**config.mk**
```make
export PLATFORM = sky130hd
export DESIGN_NAME = rr_arbiter_demux
export DESIGN_NICKNAME = d
export VERILOG_FILES = /design/src/rtl/rr_arbiter_demux.sv
export SDC_FILE = /design/constraint.sdc
export NUM_CORES = 1
export LEC_CHECK = 0
export ABC_AREA = 1
export BUFFER_PORTS_ARGS = -buffer_cell sky130_fd_sc_hd__buf_2
export CORE_MARGIN = 1.5
export CORE_UTILIZATION = 52
export DETAILED_ROUTE_END_ITERATION = 7
export GPL_ROUTABILITY_DRIVEN = 0
export PLACE_DENSITY = 0.87
export SYNTH_ARGS = -nofsm -noshare
export SYNTH_HDL_FRONTEND = slang
export SYNTH_SLANG_ARGS = --single-unit
```
**constraint.sdc**
```tcl
create_clock -name clk -period 4.1 [get_ports clk]
set_input_delay 0 -clock clk [delete_from_list [all_inputs] [get_ports clk]]
set_output_delay 0 -clock clk [all_outputs]
set_load 0.005 [all_outputs]
```
**src/rtl/rr_arbiter_demux.sv**
```systemverilog
// Round-robin arbiter over four show-ahead input FIFOs that routes each popped
// word to one of four output FIFOs chosen by the word's two MSBs.
module rr_arbiter_demux #(
  parameter int data_width = 10,
  parameter int cnt_width  = 8
) (
  input  logic                  clk,
  input  logic                  reset,
  input  logic [3:0]            fifo_empty,
  input  logic [data_width-1:0] fifo_data_in0,
  input  logic [data_width-1:0] fifo_data_in1,
  input  logic [data_width-1:0] fifo_data_in2,
  input  logic [data_width-1:0] fifo_data_in3,
  input  logic [3:0]            almost_full,
  output logic [3:0]            pop,
  output logic [3:0]            push,
  output logic [data_width-1:0] data_out,
  output logic                  idle,
  output logic [cnt_width-1:0]  cnt0,
  output logic [cnt_width-1:0]  cnt1,
  output logic [cnt_width-1:0]  cnt2,
  output logic [cnt_width-1:0]  cnt3
);

  typedef enum logic [1:0] {
    ST_INIT,
    ST_IDLE,
    ST_ACTIVE
  } state_t;

  state_t                state_q, state_d;
  logic [1:0]            rr_ptr_q, rr_ptr_d;
  logic [3:0]            push_q, push_d;
  logic [data_width-1:0] data_q, data_d;
  logic [cnt_width-1:0]  cnt_q [4];
  logic [cnt_width-1:0]  cnt_d [4];

  logic [data_width-1:0] head [4];
  logic [3:0]            elig;
  logic                  any_elig;
  logic                  grant_valid;
  logic [1:0]            grant_idx;
  logic [1:0]            idx;
  logic [data_width-1:0] sel_word;
  logic [1:0]            sel_dest;

  always_comb begin
    head[0] = fifo_data_in0;
    head[1] = fifo_data_in1;
    head[2] = fifo_data_in2;
    head[3] = fifo_data_in3;
  end

  // An input counts only if its own destination has room; a blocked head is
  // skipped so it never stalls the other inputs.
  always_comb begin
    for (int i = 0; i < 4; i++) begin
      elig[i] = !fifo_empty[i] && !almost_full[head[i][data_width-1 -: 2]];
    end
    any_elig = |elig;
  end

  // NOTE: every combinational output gets a default before the search loop;
  // a path that leaves one unassigned would infer a latch.
  always_comb begin
    grant_valid = 1'b0;
    grant_idx   = rr_ptr_q;
    idx         = rr_ptr_q;
    if (state_q != ST_INIT) begin
      for (int k = 1; k <= 4; k++) begin
        idx = rr_ptr_q + 2'(k);
        if (!grant_valid && elig[idx]) begin
          grant_valid = 1'b1;
          grant_idx   = idx;
        end
      end
    end
  end

  assign sel_word = head[grant_idx];
  assign sel_dest = sel_word[data_width-1 -: 2];
  assign pop      = grant_valid ? (4'b0001 << grant_idx) : 4'b0000;

  always_comb begin
    state_d  = state_q;
    rr_ptr_d = rr_ptr_q;
    push_d   = 4'b0000;
    data_d   = data_q;
    for (int i = 0; i < 4; i++) cnt_d[i] = cnt_q[i];

    case (state_q)
      ST_INIT:   state_d = ST_IDLE;
      ST_IDLE:   state_d = any_elig ? ST_ACTIVE : ST_IDLE;
      ST_ACTIVE: state_d = any_elig ? ST_ACTIVE : ST_IDLE;
      default:   state_d = ST_INIT;
    endcase

    if (grant_valid) begin
      rr_ptr_d        = grant_idx;
      push_d          = 4'b0001 << sel_dest;
      data_d          = sel_word;
      cnt_d[sel_dest] = cnt_q[sel_dest] + cnt_width'(1);
    end
  end

  // NOTE: sequential state uses non-blocking assignments only, so every flop
  // samples the pre-edge values computed above regardless of statement order.
  always_ff @(posedge clk or posedge reset) begin
    if (reset) begin
      state_q  <= ST_INIT;
      rr_ptr_q <= 2'd3;
      push_q   <= 4'b0000;
      data_q   <= '0;
      for (int i = 0; i < 4; i++) cnt_q[i] <= '0;
    end else begin
      state_q  <= state_d;
      rr_ptr_q <= rr_ptr_d;
      push_q   <= push_d;
      data_q   <= data_d;
      for (int i = 0; i < 4; i++) cnt_q[i] <= cnt_d[i];
    end
  end

  assign push     = push_q;
  assign data_out = data_q;
  assign idle     = (state_q == ST_IDLE);
  assign cnt0     = cnt_q[0];
  assign cnt1     = cnt_q[1];
  assign cnt2     = cnt_q[2];
  assign cnt3     = cnt_q[3];

endmodule

```
Word level (Yosys, flattened, before mapping)
Cells that the tools add are included.

Flip-flop bits (word level): 50.

Add/sub/neg operators: 4. Order comparisons: 11. Equal/unequal tests: 2. Shift-type cells: 2. Mux-type cells: 42. Bitwise logic cells: 2. Reductions and logical operators: 23.

Operator list (number): $bwmux W32 (1); $lt A2 B3 Y1 const B (8); $mux W8 (3); $bmux W10 S2 (1); $mux W10 (2); $bmux W1 S2 (8); $bmux W8 S2 (1); $demux W8 S2 (1); $mux W1 (16); $mux W2 (6); $logic_not A1 Y1 (11); $add A8 B1 Y8 const B (1); $logic_and A1 B1 Y1 (8); $mux W4 (2); $shl A1 B2 Y4 const A (2); $ge A3 B3 Y1 const B (2); $not A2 Y3 (2); $add A2 B2 Y2 const B (2); $pmux W2 S2 (1); $reduce_or A4 Y1 (1); $lt A3 B1 Y1 const B (1); $add A2 B1 Y2 const B (1); $eq A2 B1 Y1 const B (1); $eq A2 B2 Y1 const B (1); other kinds (3) (3).

Depth between registers and ports, before layout
Gate-level depths: netlist (run 1).

Depth after elaboration: 30. Gate-level depth with buffers: 31. Gate-level depth less buffers: 29.

Least setup slack after synthesis (run 1)
Ideal clock, no wire load.

Path type: reg2reg. Start: register rr_ptr_q[0]. End: register cnt_q, in the netlist cnt0[6]. Library setup time: 0.118 ns. Arrival: 2.885 ns. Required time: 3.982 ns. Path slack: 1.097 ns. Stages on the path, launching flop included: 24. Period minus slack after synthesis: 3.003 ns. Path through: dfstp_2 buf_4 xor2_2 nand3_2 nand2_4 nand2_4 nor2_2 nand2_2 nand3_2 nor2_2 nor2_4 nand2_4 buf_2 nand3b_1 nand2_1 nand2_1 nand2_2 inv_2 ha_1 inv_1 nor2_2 nand4_1 nand3_1 nand2_1.

Word-level cells in the longest chain between the ends: 27. Elaborated cells between the ends (all ways): 45. Those cells by class: add/sub (4); order compare (2); mux (30); bitwise (2); reduce/logical (7).

RTL lines: start: declaration (RTL line 32) `logic [1:0] rr_ptr_q, rr_ptr_d;`; start signal: assignment (RTL line 117) `rr_ptr_q <= rr_ptr_d;`; $add A2 B1 Y2 (RTL line 71) `idx = rr_ptr_q + 2'(k);`; $bmux W1 S2 (RTL line 72) `if (!grant_valid && elig[idx]) begin`; $mux W1 (not written as such) (RTL line 72); $mux W1 (RTL line 72); $mux W1 (RTL line 69) `if (state_q != ST_INIT) begin`; $logic_not A1 Y1 (RTL line 72); $logic_and A1 B1 Y1 (RTL line 72); $mux W1 (RTL line 72); [10 not listed]; $bmux W10 S2 (RTL line 80) `assign sel_word = head[grant_idx];`; $mux W10 (not written as such) (2 in a row) (RTL line 80); $not A2 Y3 (not written as such) (RTL line 102) `cnt_d[sel_dest] = cnt_q[sel_dest] + cnt_width'(1);`; $bmux W8 S2, or another cell as far along (RTL line 102); $mux W8 (not written as such) / $logic_and A1 B1 Y1 (equally long branches) (RTL line 102); $mux W8 (not written as such) (RTL line 102); $add A8 B1 Y8 / $demux W8 S2 (equally long branches) (RTL line 102); $bwmux W32 (RTL line 102); end: declaration (RTL line 35) `logic [cnt_width-1:0] cnt_q [4];`.

Parallel ways exist; a longest one is shown, timed or not. The select of a mux whose other input is x is not followed. A chain may end at the register's enable or synchronous reset.

Worst setup path in the final report (run 1)
Start: register rr_ptr_q[0]. End: register cnt_q, in the netlist cnt3[6].

The elaborated chain is that of the path after synthesis.

==> summary.md, run 1 <==
| Metric | Value |
|---|---|
| Reg-to-Reg Start | rr_ptr_q[0] |
| Clk slew on worst S/H paths | 90 ps |
| Dominant synthesized flop cell | dfrtp_1 |
| Critical path type | reg -> reg |
| Setup violations, final | 0 |
| Final WS setup | 504 ps |
| EDFF count, synth | 0 |
| Hold Path Depth | 5 |
| Hold EP | data_out[0] |
| Via Count | 3325 |
| Clk buf depth | 2 |
| Synth Register Bits | 50 |
| Clock sink count | 50 |
| Vias per cell | 5.32 |
| Worst-path maximum fanout | 11 |
| Worst hold slack | 4.35 ps |
| DRC Markers | 0 |
| Synth top area share | 36.9% |
| Worst slew margin | 32.8% |
| CP required | 4300 ps |
| Fin. Hold Viols | 0 |
| Core ar. | 5990 µm² |
| Worst EP arrival | 3790 ps |
| Hpwl dp | 6410 µm |
| Max Slew Vio Count | 0 |
| Worst min path class | in -> reg |
| Largest net degree at the start of global routing | 51 |
| Setup tns final | 0 ps |
| Worst Clk Skew | 15.1 ps |
| Die width | 82.1 µm |
| Port Buffers | 100 |
| Row cnt | 28 |
| Initial DRC Count | 224 |
| Die ar. | 6740 µm² |
| First-pass GRT wire length | 14000 µm |
| Synthesized area per cell | 7.20 µm² |
| Die height | 82.1 µm |
| Leading area contributor after synthesis | dfrtp_1 |
| Synthesis Warnings | 0 |
| Initial antenna violation count | 0 |
| Max-cap violation count | 0 |
| Root Buffer | clkbuf_8 |
| Worst slew pin tran | 1010 ps |
| Sequential standard cell area | 1250 µm² |
| Status | completed |
| Clk_lat worst skew | 310 ps |
| Routed WL | 8470 µm |
| FFs w/ async S/R, synth | 100% |
| IO Count | 101 |
| H-tree depth | 2 |
| Layout fillers | 525 |
| Ant. Diodes | 0 |
| Synth area leaders | dfrtp_1 (37%), nand2_1 (21%), nand3_1 (7.7%), inv_1 (3.8%), nand2_2 (3.1%) |
| Crit path launch type | flop |
| Seq/Total Area, Yosys | 38.5% |
| Worst setup EP type | flop |
| Initial Util | 54.3% |
| WL/cell | 13.6 µm |
| Tmin final | 3600 ps |
| Post-CTS setup buffer count | 0 |
| R2R setup slack | 500 ps |
| Synthesized area | 3260 µm² |
| Syn Inst Count | 452 |
| GR Util All Layers | 27.1% |
| R2R Path End | cnt3[6] |
| Overflow after GRT | 0 |
| Top cells by count, synth | nand2_1 (185), nand3_1 (50), dfrtp_1 (48), inv_1 (33), nand2_2 (16) |
| Nets@finish | 603 |
| TritonCTS Buffers | 5 |
| Drt first pass iters | 5 |
| TritonCTS clock tree | yes |
| Vias in the first global route | 3090 |
| Fmax | 0.278 GHz |
| Post-synthesis cell type count | 34 |
| Fin crit share | 87.7% |
| Area delta synth->final | 19.5% |
| Remaining antenna violation count | 0 |
| FF-to-FF path depth | 23 |
| Hold_sp | fifo_data_in0[0] |
| Ratio of cells with drive above 1 in the final layout | 31.1% |
| RSZ-0062 raised after global routing | no |
| Worst slack, placed | 552 ps |
| Synth Net Count | 506 |
| Count leader, synth | nand2_1 |
| Multi-input logic area | 1740 µm² |
==> layout by cell type (no fill, tap or decap), types with 11 or more instances in the layout <==
cell     instances
nand3_1         50
nand2_1        185
buf_2          100
inv_1           32
inv_2           16
nand2_2         16
dfrtp_1         48
nand4_1         11
nor2_1          11
o21ai_0         11
==> final cells by class <==
class                           instances  area share, %
Timing Repair Buffer                  101           13.1
Multi-Input combinational cell        343           44.7
Clock inverter                          3           1.13
Tap cell                               75           2.41
Sequential cell                        50           32.2
Clock buffer                            5           1.77
Inverter                               48           4.63
==> what timing repair did <==
item | 4_1_cts | 5_1_grt
hold buffers | 1 | 0
endpoints found under the hold margin | 48 | 0
setup endpoints to repair | 0 | 0
resized for setup | 0 | 0
==> sequential cells by signal, indices dropped and copies added (netlist names) <==
name and count:
push 4, data_out 10, cnt0 8, cnt1 8, state_q 2, rr_ptr_q 2
cnt2 8, cnt3 8
==> worst max-delay path: stages (launching register included) <==
cell     delay (ps)
dfstp_2         630
xor2_2          250
nand3_2         150
nand2_4         130
nand2_1          50
nand2_1          50
nand2_1          40
nand2_1          70
nand2_2          70
nand2_2         180
nand2_1          80
o21ai_1          90
nand2_1          60
nand2_1         320
inv_2           160
nand2_1         110
nand2_2          80
inv_2            70
ha_1            170
inv_1            60
nor2_2          170
nand4_1         240
nand3_1         160
nand2_1          60
==> metal layers <==
layer / share of wire [%] / up-vias / routed length (µm) / GRT usage [%]
met1: 42 / 1539 / 3600 / 36.0
met5: 0 / - / 0 / 0
met3: 6.4 / 19 / 540 / 4.07
li1: - / 1632 / - / -
met4: 1.7 / 0 / 148 / 7.63
met2: 49 / 135 / 4190 / 46.0
==> kinds of logic (layout without fill, tap and decap cells) <==
kind of cell | count (synthesis) | in the layout | share of synthesized area [%]
buffers and inverters | 59 | 157 | 8.03
AO/OA/AOI/OAI | 30 | 30 | 6.15
AND/OR/NAND/NOR | 306 | 306 | 44.5
flip-flops | 50 | 50 | 38.5
XOR/XNOR | 3 | 3 | 1.27
adder cells (fa/ha/maj) | 4 | 4 | 1.54
==> per-stage QoR <==
stage               std cells  area (µm²)  utilization [%]
floorplan                 452        3260                -
global placement          616        3770             62.9
detailed placement        616        3770             62.9
CTS                       625        3890             65.0
global route              625        3890             65.0
finish                    625        3890             65.0
==> worst max path at each step <==
stage / endpoint / cells after the start / from
after floorplan: cnt0[6] / 23 / rr_ptr_q[0]
after global placement: cnt1[6] / 23 / rr_ptr_q[0]
after detailed placement: cnt1[6] / 21 / rr_ptr_q[0]
after CTS: cnt3[6] / 23 / rr_ptr_q[0]
after global routing: cnt2[6] / 23 / rr_ptr_q[0]
final: cnt3[6] / 23 / rr_ptr_q[0]
Power of run 1 is not shown: default switching activity piles up to over one toggle a cycle in this logic, so the estimate is an artifact.
==> inputs of run 2 (changes only) <==
--- a/config.mk
+++ b/config.mk
@@ -12,6 +12,8 @@
 export DETAILED_ROUTE_END_ITERATION = 7
 export GPL_ROUTABILITY_DRIVEN = 0
 export PLACE_DENSITY = 0.87
+export RECOVER_POWER = 25
 export SYNTH_ARGS = -nofsm -noshare
 export SYNTH_HDL_FRONTEND = slang
 export SYNTH_SLANG_ARGS = --single-unit
+export TNS_END_PERCENT = 10
==> run 2 against run 1 <==
  * Critical path depth unchanged
  * Worst hold slack worse by 1.9 ps
  * Final cell count is the same
  * Die area unchanged
  * Routed wire length is essentially flat
  * Via count down 0.36%
  * Fmax is 0.26% higher
  * Non-clock buffer count is the same
  * Register-to-register slack is essentially flat
  * Setup slack better by 9.3 ps
  * Critical path type unchanged
==> summary.md, run 2 (synthesized netlist as in run 1, its figures left out) <==
| Metric | Value |
|---|---|
| Core ar. | 5990 µm² |
| Slowest stage delay, CP | 640 ps |
| Die height | 82.1 µm |
| Initial DRC Count | 270 |
| Vias in the first global route | 3090 |
| Remaining antenna violation count | 0 |
| Crit-path cells | xor2_2 -> nand3_2 -> nand2_4 -> nand2_1 -> nand2_1 -> nand2_1 -> nand2_1 -> nand2_2 -> nand2_2 -> nand2_1 -> o21ai_1 -> nand2_1 -> nand2_1 -> inv_2 -> nand2_1 -> nand2_2 -> inv_2 -> ha_1 -> inv_1 -> nor2_2 -> nand4_1 -> nand3_1 -> nand2_1 |
| Fin. Hold Viols | 0 |
| TritonCTS Buffers | 5 |
| Worst slew pin tran | 1020 ps |
| Die ar. | 6740 µm² |
| Die width | 82.1 µm |
| Multi-input logic area | 1740 µm² |
| Worst EP arrival | 3790 ps |
| Critical path type | reg -> reg |
| Max Slew Vio Count | 0 |
| Setup tns final | 0 ps |
| TritonCTS clock tree | yes |
| Area delta synth->final | 18.6% |
| Row cnt | 28 |
| Max reg flops | 10 |
| Worst setup EP type | flop |
| GR Util All Layers | 27.1% |
| Hpwl dp | 6410 µm |
| Port Buffers | 100 |
| Drt first pass iters | 4 |
| Fin crit share | 87.5% |
| Ratio of cells with drive above 1 in the final layout | 26.9% |
| CP required | 4300 ps |
| Setup violations, final | 0 |
| Initial Util | 54.3% |
| Largest net degree at the start of global routing | 51 |
| Crit path launch type | flop |
| Worst min path class | in -> reg |
| Clock sink count | 50 |
| Worst Clk Skew | 14.8 ps |
| Hold_sp | fifo_data_in0[6] |
| Status | completed |
| Ant. Diodes | 0 |
| Max-cap violation count | 0 |
| Via Count | 3313 |
| Tmin final | 3590 ps |
| DRC Markers | 0 |
| Overflow after GRT | 0 |
| Vias per cell | 5.30 |
| First-pass GRT wire length | 14000 µm |
| IO Count | 101 |
| WL/cell | 13.6 µm |
| Layout fillers | 535 |
| Post-CTS setup buffer count | 0 |
| Worst slew margin | 32.1% |
| Most frequent cells in the layout | nand2_1 (185), buf_2 (77), nand3_1 (50) |
| Initial antenna violation count | 0 |
| Fmax | 0.279 GHz |
| CTS-repair resized insts | 0 |
| Critical path launch point | rr_ptr_q[0] |
| Worst-path maximum fanout | 11 |
| RSZ-0062 raised after global routing | no |
| Reg-to-Reg Start | rr_ptr_q[0] |
| Clk buf depth | 2 |
| Clk_lat worst skew | 310 ps |
| Commonest non-fill, non-tap cell in the layout | nand2_1 |
| Nets@finish | 603 |
| Most frequent CP cell | nand2_1 |
| Crit-path slowest cell | dfstp_2 |
| H-tree depth | 2 |
| Routed WL | 8480 µm |
| Sequential standard cell area | 1250 µm² |
| Root Buffer | clkbuf_8 |
| Clk slew on worst S/H paths | 90 ps |
-- run 2: cell types whose count changed in the layout (fill, tap and decap cells not counted), sizes merged --
| cell | delta |
|---|---|
| buf | -23 |
| clkbuf | +23 |
-- run 2: what timing repair did --
item                       4_1_cts  5_1_grt
setup endpoints to repair        0        0
hold endpoints to repair        48        0
hold buffers                     1        0
-- run 2: layout make-up --
type / count / area share, %
clock buffer: 5 / 1.78
clock inverter: 3 / 1.13
inverter: 48 / 4.66
multi-input combinational: 343 / 45.1
sequential: 50 / 32.5
tap: 75 / 2.43
timing repair buffer: 101 / 12.5
-- run 2: final timing paths --
check	to	slack (ps)	depth (start not counted)
worst min register to register	data_out[6]	490	2
min in group asynchronous	cnt2[2]	460	3
max in group asynchronous	cnt1[7]	2990	3
worst min-delay path	data_out[6]	2	5
worst max register to register	cnt3[6]	510	23
worst max-delay path	cnt3[6]	510	23
-- run 2: metrics by stage --
step	instances	setup slack [ps]	util (%)	cell area, µm²	hold WS [ps]
after detailed placement	616	552	62.9	3770	304
after global placement	616	627	62.9	3770	290
after global routing	625	189	64.5	3860	13.9
after floorplan	452	1100	-	3260	206
after CTS	625	528	65.0	3890	4.56
final	625	513	64.5	3860	2.44
-- run 2: worst max-delay path, delay by kind of cell, from the launching register on --
family / cells / cell delay, ps
xor+xnor: 1 / 250
buf+inv: 3 / 290
simple gates: 17 / 2010
compound gates: 1 / 90
fa+ha+maj: 1 / 170
flops: 1 / 640
-- run 2: per-layer routing --
layer  routed length [µm]  vias to the layer above  track usage, %
li1                     -                     1632               -
met1                 3640                     1552            36.0
met2                 4240                      115            46.0
met3                  471                       14            4.07
met4                  138                        0            7.63
met5                    0                        -               0
Power of run 2 is left out for the same reason.
==> inputs of run 3 (changes only) <==
--- a/config.mk
+++ b/config.mk
@@ -10,8 +10,7 @@
 export CORE_MARGIN = 1.5
 export CORE_UTILIZATION = 52
 export DETAILED_ROUTE_END_ITERATION = 7
-export GPL_ROUTABILITY_DRIVEN = 0
-export PLACE_DENSITY = 0.87
+export PLACE_DENSITY = 0.9
 export RECOVER_POWER = 25
 export SYNTH_ARGS = -nofsm -noshare
 export SYNTH_HDL_FRONTEND = slang
==> run 3 against run 2 <==
  * Routed wire length up 1.1%
  * Flip-flop and latch count did not move
  * Register-to-register slack worse by 100 ps
  * Global-route usage grew 0.41 points
  * Final cell count did not move
  * Utilization decreased by 0.40 points
  * Non-clock buffer count up 1
  * Critical path depth unchanged
  * Worst hold slack improved by 0.96 ps
  * Sequential share of layout area increased by 0.20 points
  * Clock skew fell by 8.8 ps
==> summary.md, run 3 (synthesized netlist as in run 1, its figures left out) <==
| Metric | Value |
|---|---|
| Status | completed |
| Fin crit share | 90.0% |
| Setup tns final | 0 ps |
| FF-to-FF path depth | 23 |
| Drt first pass iters | 5 |
| Dpl cells | 616 |
| Nets@finish | 604 |
| GPL Wtd Cong | 0.904 |
| Max Slew Vio Count | 0 |
| Critical path launch point | rr_ptr_q[0] |
| Initial Util | 54.3% |
| Most frequent cells in the layout | nand2_1 (185), buf_2 (76), nand3_1 (50) |
| Worst-path maximum fanout | 11 |
| Critical path type | reg -> reg |
| R2R setup slack | 410 ps |
| Hpwl dp | 6480 µm |
| DRC Markers | 0 |
| Via Count | 3334 |
| GR Util All Layers | 27.5% |
| H-tree depth | 2 |
| Largest net degree at the start of global routing | 51 |
| Worst EP arrival | 3880 ps |
| R2R Path End | cnt0[6] |
| Max reg flops | 10 |
| Area after DPL | 3770 µm² |
| Worst Setup EP | cnt0[6] |
| Die height | 82.1 µm |
| Vias per cell | 5.33 |
| RSZ-0062 raised after global routing | no |
| CP required | 4290 ps |
| Fin area | 3840 µm² |
| Routed WL | 8570 µm |
| Clk buf depth | 2 |
| Clk_lat worst skew | 300 ps |
| Slowest stage delay, CP | 630 ps |
| TritonCTS Buffers | 5 |
| Clock sink count | 50 |
| Initial antenna violation count | 0 |
| Worst Clk Skew | 5.97 ps |
| CP Buf/Inv Count | 3 |
| Setup violations, final | 0 |
| IO Count | 101 |
| Crit path launch type | flop |
| Ratio of cells with drive above 1 in the final layout | 26.4% |
| Worst setup EP type | flop |
| Worst min path class | in -> reg |
| Core ar. | 5990 µm² |
| Overflow after GRT | 0 |
| Die ar. | 6740 µm² |
| Crit-path cells | xor2_2 -> nand3_2 -> nand2_4 -> nand2_1 -> nand2_1 -> nand2_1 -> nand2_1 -> nand2_2 -> nand2_2 -> nand2_1 -> o21ai_1 -> nand2_1 -> nand2_1 -> inv_2 -> nand2_1 -> nand2_2 -> inv_2 -> ha_1 -> inv_1 -> nor2_2 -> nand4_1 -> nand3_1 -> nand2_1 |
| First-pass GRT wire length | 14300 µm |
| Max-cap violation count | 0 |
| Most frequent CP cell | nand2_1 |
| Commonest non-fill, non-tap cell in the layout | nand2_1 |
| Reg-to-Reg Start | rr_ptr_q[0] |
| Worst slew pin tran | 1030 ps |
| Root Buffer | clkbuf_8 |
| Fin. Hold Viols | 0 |
| Crit-path slowest cell | dfstp_2 |
| Port Buffers | 100 |
| Vias in the first global route | 3268 |
| Fmax | 0.271 GHz |
| Remaining antenna violation count | 0 |
| WL/cell | 13.7 µm |
| TritonCTS clock tree | yes |
| Die width | 82.1 µm |
| Worst slew margin | 31.1% |
| Critical Path Stages | 23 |
| Tmin final | 3690 ps |
| Area delta synth->final | 17.9% |
| Cell family with most CP delay | simple AND/OR/NAND/NOR gates |
| Clk slew on worst S/H paths | 90 ps |
| Initial DRC Count | 307 |
| Row cnt | 28 |
| Final Util | 64.1% |
| Ant. Diodes | 0 |
| Non-Filler Instances | 625 |
| CTS-repair resized insts | 0 |
-- run 3: cell types whose count changed in the layout (fill, tap and decap cells not counted) --
cell / before / now
clkinvlp_4: 0 / 1
inv_6: 1 / 0
bufinv_16: 1 / 0
clkbuf_1: 23 / 25
buf_2: 77 / 76
dlygate4sd3_1: 1 / 2
clkinv_2: 1 / 0
-- run 3: layout make-up --
class | count | area (µm²)
inverters | 48 | 180
fillers | 507 | 2150
flip-flops and latches | 50 | 1250
repair buffers | 102 | 490
multi-input cells | 343 | 1740
clock inverters | 1 | 7.51
clock buffers | 6 | 72.6
well taps | 75 | 93.8
-- run 3: layer usage --
metal | vias up | GRT usage, % | part of all wire [%]
li1 | 1630 | - | -
met1 | 1535 | 35.5 | 42
met2 | 146 | 45.7 | 49
met3 | 23 | 5.60 | 7.1
met4 | 0 | 9.83 | 1.9
met5 | - | 0 | 0
-- run 3: worst reg2reg max path: stages, from the launching register on --
cell and delay (ps):
dfstp_2 630, xor2_2 240, nand3_2 160, nand2_4 140
nand2_1 60, nand2_1 50, nand2_1 50, nand2_1 80
nand2_2 70, nand2_2 180, nand2_1 70, o21ai_1 90
nand2_1 60, nand2_1 350, inv_2 180, nand2_1 120
nand2_2 80, inv_2 70, ha_1 170, inv_1 60
nor2_2 190, nand4_1 250, nand3_1 170, nand2_1 70
-- run 3: worst min path at each step --
| stage | startpoint | end | slack (ps) | cells past startpoint |
|---|---|---|---|---|
| 2_1_floorplan | fifo_data_in0[0] | data_out[0] | 210 | 4 |
| 3_3_place_gp | reset | cnt2[1] | 290 | 2 |
| 3_5_place_dp | reset | cnt3[1] | 300 | 2 |
| 4_1_cts | fifo_data_in0[3] | data_out[3] | 2 | 5 |
| 5_1_grt | fifo_data_in0[3] | data_out[3] | 20 | 5 |
| 6_report | fifo_data_in0[5] | data_out[5] | 3 | 5 |
-- run 3: repair_timing --
item,in CTS,in global routing
hold buffers,2,0
setup buffers,0,0
hold endpoints to repair,49,0
-- run 3: per-stage QoR --
stage,hold WS [ps],setup slack (ps)
global placement,289,598
global route,15.7,100
detailed placement,305,455
floorplan,206,1100
finish,3.39,411
CTS,2.39,427
Power of run 3 is left out for the same reason.
